## src/rtl/tug_of_war_top.sv

```systemverilog
// Two-player tug-of-war on a 7-LED bar.
// Each button is synchronised, optionally debounced and edge-detected.
// A small FSM moves the lit "rope" LED, and a registered decoder drives the bar.

module tug_btn_cond #(
  parameter int DEBOUNCE_CYCLES = 0,
  parameter int SYNC_STAGES     = 2
) (
  input  logic clk,
  input  logic rst,
  input  logic btn,
  input  logic flush_done,
  output logic press
);

  logic [SYNC_STAGES-1:0] sync_q;
  logic                   sync_lvl;
  logic                   filt_lvl;
  logic                   prev_q;
  logic                   armed_q;

  assign sync_lvl = sync_q[SYNC_STAGES-1];

  // Bring the asynchronous pin into the clk domain.
  always_ff @(posedge clk or negedge rst) begin
    if (!rst) sync_q <= '0;
    else      sync_q <= {sync_q[SYNC_STAGES-2:0], btn};
  end

  generate
    if (DEBOUNCE_CYCLES == 0) begin : g_no_db
      assign filt_lvl = sync_lvl;
    end else begin : g_db
      localparam int CW = (DEBOUNCE_CYCLES > 1) ? $clog2(DEBOUNCE_CYCLES) : 1;
      localparam logic [CW-1:0] RELOAD = CW'(DEBOUNCE_CYCLES - 1);
      logic [CW-1:0] cnt_q;
      logic          filt_q;

      // Accept a new level only after it has been stable for DEBOUNCE_CYCLES.
      // The down-counter restarts whenever the input agrees with the accepted level.
      always_ff @(posedge clk or negedge rst) begin
        if (!rst) begin
          cnt_q  <= '0;
          filt_q <= 1'b0;
        end else if (sync_lvl == filt_q) begin
          cnt_q <= RELOAD;
        end else if (cnt_q == '0) begin
          filt_q <= sync_lvl;
          cnt_q  <= RELOAD;
        end else begin
          cnt_q <= cnt_q - CW'(1);
        end
      end

      assign filt_lvl = filt_q;
    end
  endgenerate

  // Edge-detector history.
  // Arming only happens once the synchroniser holds real pin samples and the
  // pin reads low, so a button held through reset release is never counted.
  always_ff @(posedge clk or negedge rst) begin
    if (!rst) begin
      prev_q  <= 1'b0;
      armed_q <= 1'b0;
    end else begin
      prev_q <= filt_lvl;
      if (flush_done && !sync_lvl) armed_q <= 1'b1;
    end
  end

  assign press = filt_lvl & ~prev_q & armed_q;

endmodule

// state | meaning
// ST_N    | rope centred
// ST_L1-3 | rope 1..3 steps toward the left player
// ST_R1-3 | rope 1..3 steps toward the right player
// ST_WINL | left player won, latched until reset
// ST_WINR | right player won, latched until reset
module tug_of_war_top #(
  parameter int DEBOUNCE_CYCLES = 0,
  parameter int SYNC_STAGES     = 2
) (
  input  logic       clk,
  input  logic       rst,
  input  logic       pbl,
  input  logic       pbr,
  output logic [6:0] leds_out
);

  typedef enum logic [3:0] {
    ST_N, ST_L1, ST_L2, ST_L3, ST_R1, ST_R2, ST_R3, ST_WINL, ST_WINR
  } state_t;

  localparam int FW = $clog2(SYNC_STAGES + 1);

  state_t        state_q, state_d;
  logic [6:0]    leds_d;
  logic [FW-1:0] flush_q;
  logic          flush_done;
  logic          press_l, press_r;

  // Count out the synchroniser depth after reset so that arming sees real pin samples.
  always_ff @(posedge clk or negedge rst) begin
    if (!rst)                 flush_q <= FW'(SYNC_STAGES);
    else if (flush_q != '0)   flush_q <= flush_q - FW'(1);
  end

  assign flush_done = (flush_q == '0);

  tug_btn_cond #(.DEBOUNCE_CYCLES(DEBOUNCE_CYCLES), .SYNC_STAGES(SYNC_STAGES)) u_btn_l (
    .clk        (clk),
    .rst        (rst),
    .btn        (pbl),
    .flush_done (flush_done),
    .press      (press_l)
  );

  tug_btn_cond #(.DEBOUNCE_CYCLES(DEBOUNCE_CYCLES), .SYNC_STAGES(SYNC_STAGES)) u_btn_r (
    .clk        (clk),
    .rst        (rst),
    .btn        (pbr),
    .flush_done (flush_done),
    .press      (press_r)
  );

  // State register and registered LED decode.
  always_ff @(posedge clk or negedge rst) begin
    if (!rst) begin
      state_q  <= ST_N;
      leds_out <= 7'b0001000;
    end else begin
      state_q  <= state_d;
      leds_out <= leds_d;
    end
  end

  // Next-state logic: a lone press moves the rope, and simultaneous presses cancel.
  // From an extreme the loser's press jumps two steps back toward the centre.
  always_comb begin
    state_d = state_q;
    if (press_l && !press_r) begin
      unique case (state_q)
        ST_R3:   state_d = ST_R1;
        ST_R2:   state_d = ST_R1;
        ST_R1:   state_d = ST_N;
        ST_N:    state_d = ST_L1;
        ST_L1:   state_d = ST_L2;
        ST_L2:   state_d = ST_L3;
        ST_L3:   state_d = ST_WINL;
        default: state_d = state_q;
      endcase
    end else if (press_r && !press_l) begin
      unique case (state_q)
        ST_L3:   state_d = ST_L1;
        ST_L2:   state_d = ST_L1;
        ST_L1:   state_d = ST_N;
        ST_N:    state_d = ST_R1;
        ST_R1:   state_d = ST_R2;
        ST_R2:   state_d = ST_R3;
        ST_R3:   state_d = ST_WINR;
        default: state_d = state_q;
      endcase
    end
  end

  // LED pattern for the current state.
  always_comb begin
    leds_d = 7'b0001000;
    unique case (state_q)
      ST_L3:   leds_d = 7'b1000000;
      ST_L2:   leds_d = 7'b0100000;
      ST_L1:   leds_d = 7'b0010000;
      ST_N:    leds_d = 7'b0001000;
      ST_R1:   leds_d = 7'b0000100;
      ST_R2:   leds_d = 7'b0000010;
      ST_R3:   leds_d = 7'b0000001;
      ST_WINL: leds_d = 7'b1110000;
      ST_WINR: leds_d = 7'b0000111;
      default: leds_d = 7'b0001000;
    endcase
  end

endmodule

```

## config.mk

```make
export PLATFORM = sky130hd
export DESIGN_NAME = tug_of_war_top
export DESIGN_NICKNAME = d
export VERILOG_FILES = /design/src/rtl/tug_of_war_top.sv
export SDC_FILE = /design/constraint.sdc
export NUM_CORES = 1
export LEC_CHECK = 0
export ABC_AREA = 1
export CAP_MARGIN = 20
export CORE_ASPECT_RATIO = 0.8
export CORE_MARGIN = 2
export CORE_UTILIZATION = 35
export DETAILED_ROUTE_END_ITERATION = 6
export SLEW_MARGIN = 0
export SYNTH_ARGS = -nofsm -noshare
export SYNTH_HDL_FRONTEND = slang
export SYNTH_SLANG_ARGS = --single-unit
```

## constraint.sdc

```tcl
create_clock -name clk -period 1.69 [get_ports clk]
set_input_delay 0.338 -clock clk [delete_from_list [all_inputs] [get_ports clk]]
set_output_delay 0.338 -clock clk [all_outputs]
set_load 0.02 [all_outputs]
```

==> results of run 1 <==
-- final cells by class --
type | instances | area (um2) | share of cell area
flip-flops and latches | 21 | 528 | 0.468
repair buffers | 11 | 106 | 0.0942
multi-input cells | 76 | 382 | 0.338
well taps | 36 | 45.0 | 0.0399
clock buffers | 4 | 26.3 | 0.0233
inverters | 11 | 41.3 | 0.0366
-- flip-flops by register name, indices dropped and copies added (netlist names) --
name,cells
u_btn_r.sync_q,2
u_btn_l.prev_q,1
state_q,4
leds_out,7
u_btn_r.armed_q,1
u_btn_l.sync_q,2
u_btn_l.armed_q,1
u_btn_r.prev_q,1
flush_q,2
-- logic make-up (layout without fill, tap and decap cells) --
logic type                 Yosys count  after routing  synth area share
AOI/OAI and AO/OA                   10             10            0.0594
xor gates and xnor gates             1              1           0.00924
adders and majority gates            2              2            0.0264
buffers and inverters               11             26            0.0435
DFF                                 21             21             0.557
and+or+nand+nor                     63             63             0.305
-- power by group --
| group | switching, uW | internal (uW) |
|---|---|---|
| Clock | 135 | 91.8 |
| Sequential | 115 | 628 |
| Combinational | 543 | 311 |
-- cells in the mapped netlist --
library cell  number
a21o_1             1
a21oi_1            1
a21oi_2            1
dfrtp_1           19
dfstp_2            2
ha_1               2
inv_1              7
inv_2              4
nand2_1           31
nand2_2            5
nand3_1            8
nand3_2            1
nand4_1            1
nor2_1            10
nor2_2             5
nor2_4             1
nor3_1             1
o21ai_0            6
o21ai_1            1
xnor2_1            1
-- worst paths after layout --
check,startpoint,endpoint,slack (ns),cells past startpoint
hold reg to reg,u_btn_r.sync_q[0],u_btn_r.sync_q[1],0.36,0
setup reg to reg,u_btn_l.sync_q[1],state_q[0],0.18,10
hold / removal,u_btn_r.sync_q[0],u_btn_r.sync_q[1],0.36,0
min in group asynchronous,rst,leds_out[5],0.37,2
setup / recovery,leds_out[1],leds_out[1],0.13,1
max in group asynchronous,rst,flush_q[1],1.06,2
-- through the flow --
stage | instances | worst slack, ns | power (uW) | hold slack [ns]
final | 159 | 0.128 | 1820 | 0.359
after global placement | 155 | 0.166 | 1640 | 0.332
after detailed placement | 155 | 0.158 | 1610 | 0.337
after floorplan | 108 | 0.312 | 1340 | 0.0424
after global routing | 159 | 0.0516 | 1980 | 0.370
after CTS | 159 | 0.109 | 1840 | 0.364
-- layout by cell type (no fill, tap or decap), drive strengths merged --
cell type      count
nor2              16
nor3               1
nand3              9
dfrtp             19
buf                1
nand2             36
dlygate4sd2        1
ha                 2
inv               11
dfstp              2
nand4              1
clkbuf             4
o21ai              7
clkdlybuf4s50      9
xnor2              1
a21oi              2
a21o               1
-- layer usage --
layer / global-route usage / routed length (um)
met5: 0 / 0
met4: 0.0111 / 6
met2: 0.163 / 664
met1: 0.160 / 830
met3: 0.0426 / 77
-- what timing repair did --
action	CTS	global route
endpoints found under the setup margin	1	2
gates resized for setup	1	1
pin swaps	0	0
-- worst register-to-register path: stages (launching register included) --
cell and delay, ns:
dfrtp_1 0.35, inv_1 0.05, nor3_1 0.19, ha_2 0.26, inv_1 0.10, nand2_1 0.09
nor2_2 0.04, nand2_2 0.10, nand3_2 0.10, nand2_1 0.07, nand2_1 0.06
==> run_results.csv, run 1 <==
group,metric,value,unit
run_status,status,"finished clean",
placement,place.gp.congestion,0.868,
global_route,grt_use_total,0.111,
synthesis,yosysWarnings,0,
synthesis,ys_seq_area_frac,0.557,
floorplanning,dieArea,0.00314,mm2
setup_path,cp-start-kind,"register",
floorplanning,die_w,62.2,um
synthesis,synthCells,108,
clock_network,clock_latency,0.29,ns
detailed_routing,ant_nets,0,
global_route,antenna_found_initial,0,
clock_network,ctsHoldBuffers,0,
synthesis,synth_top_cell_by_area,"dfrtp_1",
synthesis,synth-seq-cells,21,
timing,slew_viol_final,0,
finish,n_antenna_cell,0,
synthesis,synth.top_cell.area_share,0.501,
detailed_routing,viasPerCell,4.53,
timing,min_period,1.56,ns
global_route,grt_pass1_wl,2.77,mm
floorplanning,coreArea,0.00250,mm2
synthesis,netlist_area,948,um2
timing,finalHoldViolations,0,
clock_network,cts_tree,"yes",
synthesis,synth_cell_types,20,
clock_network,numClockSinks,21,
finish,area_delta_synth_final,19.0,%
global_route,grt-ovfl-total,0,
power_and_ir_drop,cellLeakagePower,0.000560,uW
setup_path,cpMaxStageDelayCell,"clkdlybuf4s50_1",
timing,setup_tns,0,ns
timing,fin_worst_skew,0.00150,ns
finish,nFillCells,245,
flow_run,cap_violations,0,
floorplanning,ios,11,
global_route,grt_max_degree,22,
placement,port_buffers,10,
clock_network,ctsHtreeMaxLevel,1,
clock_network,cts_setup_buffers,0,
detailed_routing,wire_per_inst,9.92,um
setup_path,crit_buf_inv,1,
global_route,grt_pass1_vias,606,
synthesis,yosys-top-cells-area,"dfrtp_1 50%, nand2_1 12%, dfstp_2 5.5%",
timing,fin_crit_sh,0.924,
floorplanning,initial_core_util,0.379,
synthesis,synth_nets,114,
floorplanning,die_y,50.6,um
setup_path,slowest_delay,0.60,ns
placement,dp_hpwl,1.24,mm
timing,setup_viol,0,
floorplanning,placementRows,16,
worst_hold_path,min_path_type,"register to register",
setup_path,required,1.35,ns
placement,placed_area,0.00110,mm2
setup_path,crit_family,"buffers and inverters",
power_and_ir_drop,p_per_area,1620,mW/mm2
clock_network,clk_pin_slew,0.10,ns
detailed_routing,drt_first_pass_iters,4,
setup_path,arrival,1.22,ns
clock_network,cts_root_buffer,"clkbuf_4",
timing,tightest_slew,0.290,ns
finish,drive_above_1_share,0.195,
finish,utilization,0.451,
detailed_routing,drc_errors,0,
power_and_ir_drop,ir_drop,0.646,mV
detailed_routing,wl,1.58,mm
detailed_routing,dr.first_iter.drc_count,15,
finish,fin_area,0.00113,mm2
setup_path,worstPathCellList,"clkdlybuf4s50_1",
setup_path,crit_fanout,1,
setup_path,criticalPathCategory,"register to output port",
timing,fmax,0.640,GHz
setup_path,endpoint_kind,"output port",
detailed_routing,vias,721,
timing,rsz0062_at_grt,"no",
synthesis,avgSynthCellArea,8.78,um2
finish,final_nets,130,
timing,maxSlewHeadroom,0.807,
clock_network,clockBufferDepth,2,
clock_network,numCtsBuffers,3,
Note: power is estimated with default switching activity, not from simulation.
==> run 2: changes to the inputs <==
--- a/config.mk
+++ b/config.mk
@@ -11,7 +11,9 @@
 export CORE_MARGIN = 2
 export CORE_UTILIZATION = 35
 export DETAILED_ROUTE_END_ITERATION = 6
+export GPL_TIMING_DRIVEN = 0
 export SLEW_MARGIN = 0
 export SYNTH_ARGS = -nofsm -noshare
 export SYNTH_HDL_FRONTEND = slang
+export SYNTH_HIERARCHICAL = 1
 export SYNTH_SLANG_ARGS = --single-unit
==> run 2 against run 1 <==
Effect of this change:
- die area increased by 2.0%
- global-route usage increased by 0.64 points
- final area increased by 1.4%
- routed wire length increased by 4.7%
- non-clock buffer count unchanged
==> run_results.csv, run 2 <==
group,metric,value,unit
run_status,status,"finished clean",
finish,layout_commonest_cell,"nand2_1",
floorplanning,die_y,51.1,um
clock_network,numClockSinks,21,
timing,maxSlewHeadroom,0.400,
setup_path,endpoint_kind,"output port",
setup_path,criticalPathCategory,"register to output port",
synthesis,synthCells,113,
global_route,grt_max_degree,22,
detailed_routing,viasPerCell,4.48,
placement,dp_slack,0.0943,ns
timing,fin_worst_skew,0.00266,ns
placement,port_buffers,10,
synthesis,synth_nets,119,
detailed_routing,dr.first_iter.drc_count,21,
timing,rsz0062_at_grt,"no",
power_and_ir_drop,p_per_area,1600,mW/mm2
timing,worst_slack,0.108,ns
clock_network,clock_latency,0.31,ns
setup_path,cpMaxStageDelayCell,"clkdlybuf4s50_1",
synthesis,avgSynthCellArea,8.57,um2
global_route,grt_pass1_vias,664,
clock_network,numCtsBuffers,3,
synthesis,synth-main-ff-cell,"dfrtp_1",
global_route,grt_use_total,0.117,
floorplanning,coreArea,0.00270,mm2
finish,largest_reg_flops,7,
global_route,antenna_found_initial,0,
setup_path,required,1.35,ns
setup_path,crit_buf_inv,1,
floorplanning,die_w,62.8,um
clock_network,cts_setup_buffers,0,
synthesis,synth.top_cell.area_share,0.491,
finish,final_nets,134,
power_and_ir_drop,p_comb_frac,0.476,
setup_path,worstPathCellList,"clkdlybuf4s50_1",
synthesis,netlist_area,968,um2
timing,fin_crit_sh,0.936,
synthesis,yosysWarnings,6,
synthesis,yosys-top-cells-area,"dfrtp_1 49%, nand2_1 15%, dfstp_2 5.4%",
setup_path,arrival,1.24,ns
finish,final_cell_mix,"38 x nand2_1, 19 x dfrtp_1, 12 x inv_1, 11 x nor2_1, 9 x clkdlybuf4s50_1",
clock_network,ctsHtreeMaxLevel,1,
synthesis,synth_top_cell_by_area,"dfrtp_1",
clock_network,ctsHoldBuffers,0,
finish,regMostFlops,"leds_out",
floorplanning,dieArea,0.00321,mm2
detailed_routing,vias,739,
detailed_routing,drt_first_pass_iters,4,
synthesis,synth_edf_count,0,
timing,setup_tns,0,ns
placement,dp_hpwl,1.21,mm
timing,finalHoldViolations,0,
finish,n_antenna_cell,0,
synthesis,ys_seq_area_frac,0.545,
global_route,grt_pass1_wl,2.79,mm
setup_path,slowest_delay,0.59,ns
synthesis,synth_cell_types,19,
timing,fmax,0.632,GHz
global_route,grt-ovfl-total,0,
finish,area_delta_synth_final,18.2,%
timing,setup_viol,0,
clock_network,cts_root_buffer,"clkbuf_4",
synthesis,synth-seq-cells,21,
timing,min_period,1.58,ns
timing,slew_viol_final,0,
finish,drive_above_1_share,0.157,
timing,tightest_slew,0.898,ns
setup_path,cp-start-kind,"register",
clock_network,clk_pin_slew,0.12,ns
detailed_routing,ant_nets,0,
power_and_ir_drop,p_int,1050,uW
detailed_routing,wire_per_inst,10.0,um
detailed_routing,drc_errors,0,
placement,place.gp.congestion,0.855,
clock_network,clockBufferDepth,2,
setup_path,crit_family,"buffers and inverters",
power_and_ir_drop,clkPwrFrac,0.134,
power_and_ir_drop,switching_share,0.429,
floorplanning,initial_core_util,0.358,
power_and_ir_drop,seq_power_share,0.389,
synthesis,synth_common_cells,"38 x nand2_1, 19 x dfrtp_1, 12 x inv_1, 11 x nor2_1, 8 x nand3_1",
finish,nFillCells,281,
power_and_ir_drop,ir_drop,0.452,mV
finish,top_regs,"leds_out x7, state_q x4",
setup_path,crit_fanout,1,
floorplanning,placementRows,17,
flow_run,cap_violations,0,
detailed_routing,wl,1.65,mm
power_and_ir_drop,cellLeakagePower,0.000606,uW
clock_network,cts_tree,"yes",
power_and_ir_drop,p_sw,787,uW
worst_hold_path,min_path_type,"register to register",
floorplanning,ios,11,
synthesis,synth.most_common_cell,"nand2_1",
synthesis,synth_async_sr_flop_share,1.00,
## run 2: cell type report
cell class	instances	area (um2)	area share
repair buffers	10	98.8	0.0863
well taps	38	47.5	0.0415
plain buffers	1	11.3	0.00984
flip-flops and latches	21	528	0.461
clock inverters	1	5.00	0.00437
inverters	13	48.8	0.0426
multi-input cells	78	383	0.334
clock buffers	3	22.5	0.0197
## run 2: worst paths after layout
kind	depth (start not counted)	slack, ns	endpoint	start
min	0	0.36	u_btn_r/sync_q[1]	u_btn_r/sync_q[0]
min in group asynchronous	1	0.52	leds_out[0]	rst
max in group asynchronous	1	0.62	state_q[1]	rst
min reg2reg	0	0.36	u_btn_r/sync_q[1]	u_btn_r/sync_q[0]
max	1	0.11	leds_out[2]	leds_out[2]
max reg2reg	10	0.14	state_q[0]	u_btn_r/sync_q[1]
## run 2: cells by family after synthesis
group / after synthesis / share of synthesized area
compound gates: 5 / 0.0258
xor+xnor: 2 / 0.0181
fa+ha+maj: 2 / 0.0258
buf+inv: 14 / 0.0620
flops: 21 / 0.545
simple gates: 69 / 0.323
## run 2: through the flow
stage,hold slack (ns),area [um2],instances,utilization,power [uW]
after global routing,0.372,1140,165,0.424,2000
after global placement,0.333,1120,161,0.413,1600
after floorplan,0.0424,968,113,-,1360
after detailed placement,0.336,1120,161,0.413,1620
after CTS,0.365,1140,165,0.423,1860
final,0.362,1140,165,0.424,1840
## run 2: layer usage
metal  global-route usage  wire, um
met5                    0         0
met4               0.0815        43
met2                0.186       733
met3               0.0330        97
met1                0.139       778
## run 2: what timing repair did
item	in CTS	in global routing
gates resized for setup	1	1
setup endpoints to repair	1	3
cloned	0	0
pin swaps	0	0
## run 2: power by group through the flow
stage / Clock (uW) / Combinational, uW / Sequential [uW]
floorplan: 0 / 563 / 797
global placement: 0 / 875 / 721
detailed placement: 0 / 887 / 728
CTS: 259 / 883 / 716
global route: 288 / 977 / 737
finish: 246 / 875 / 715
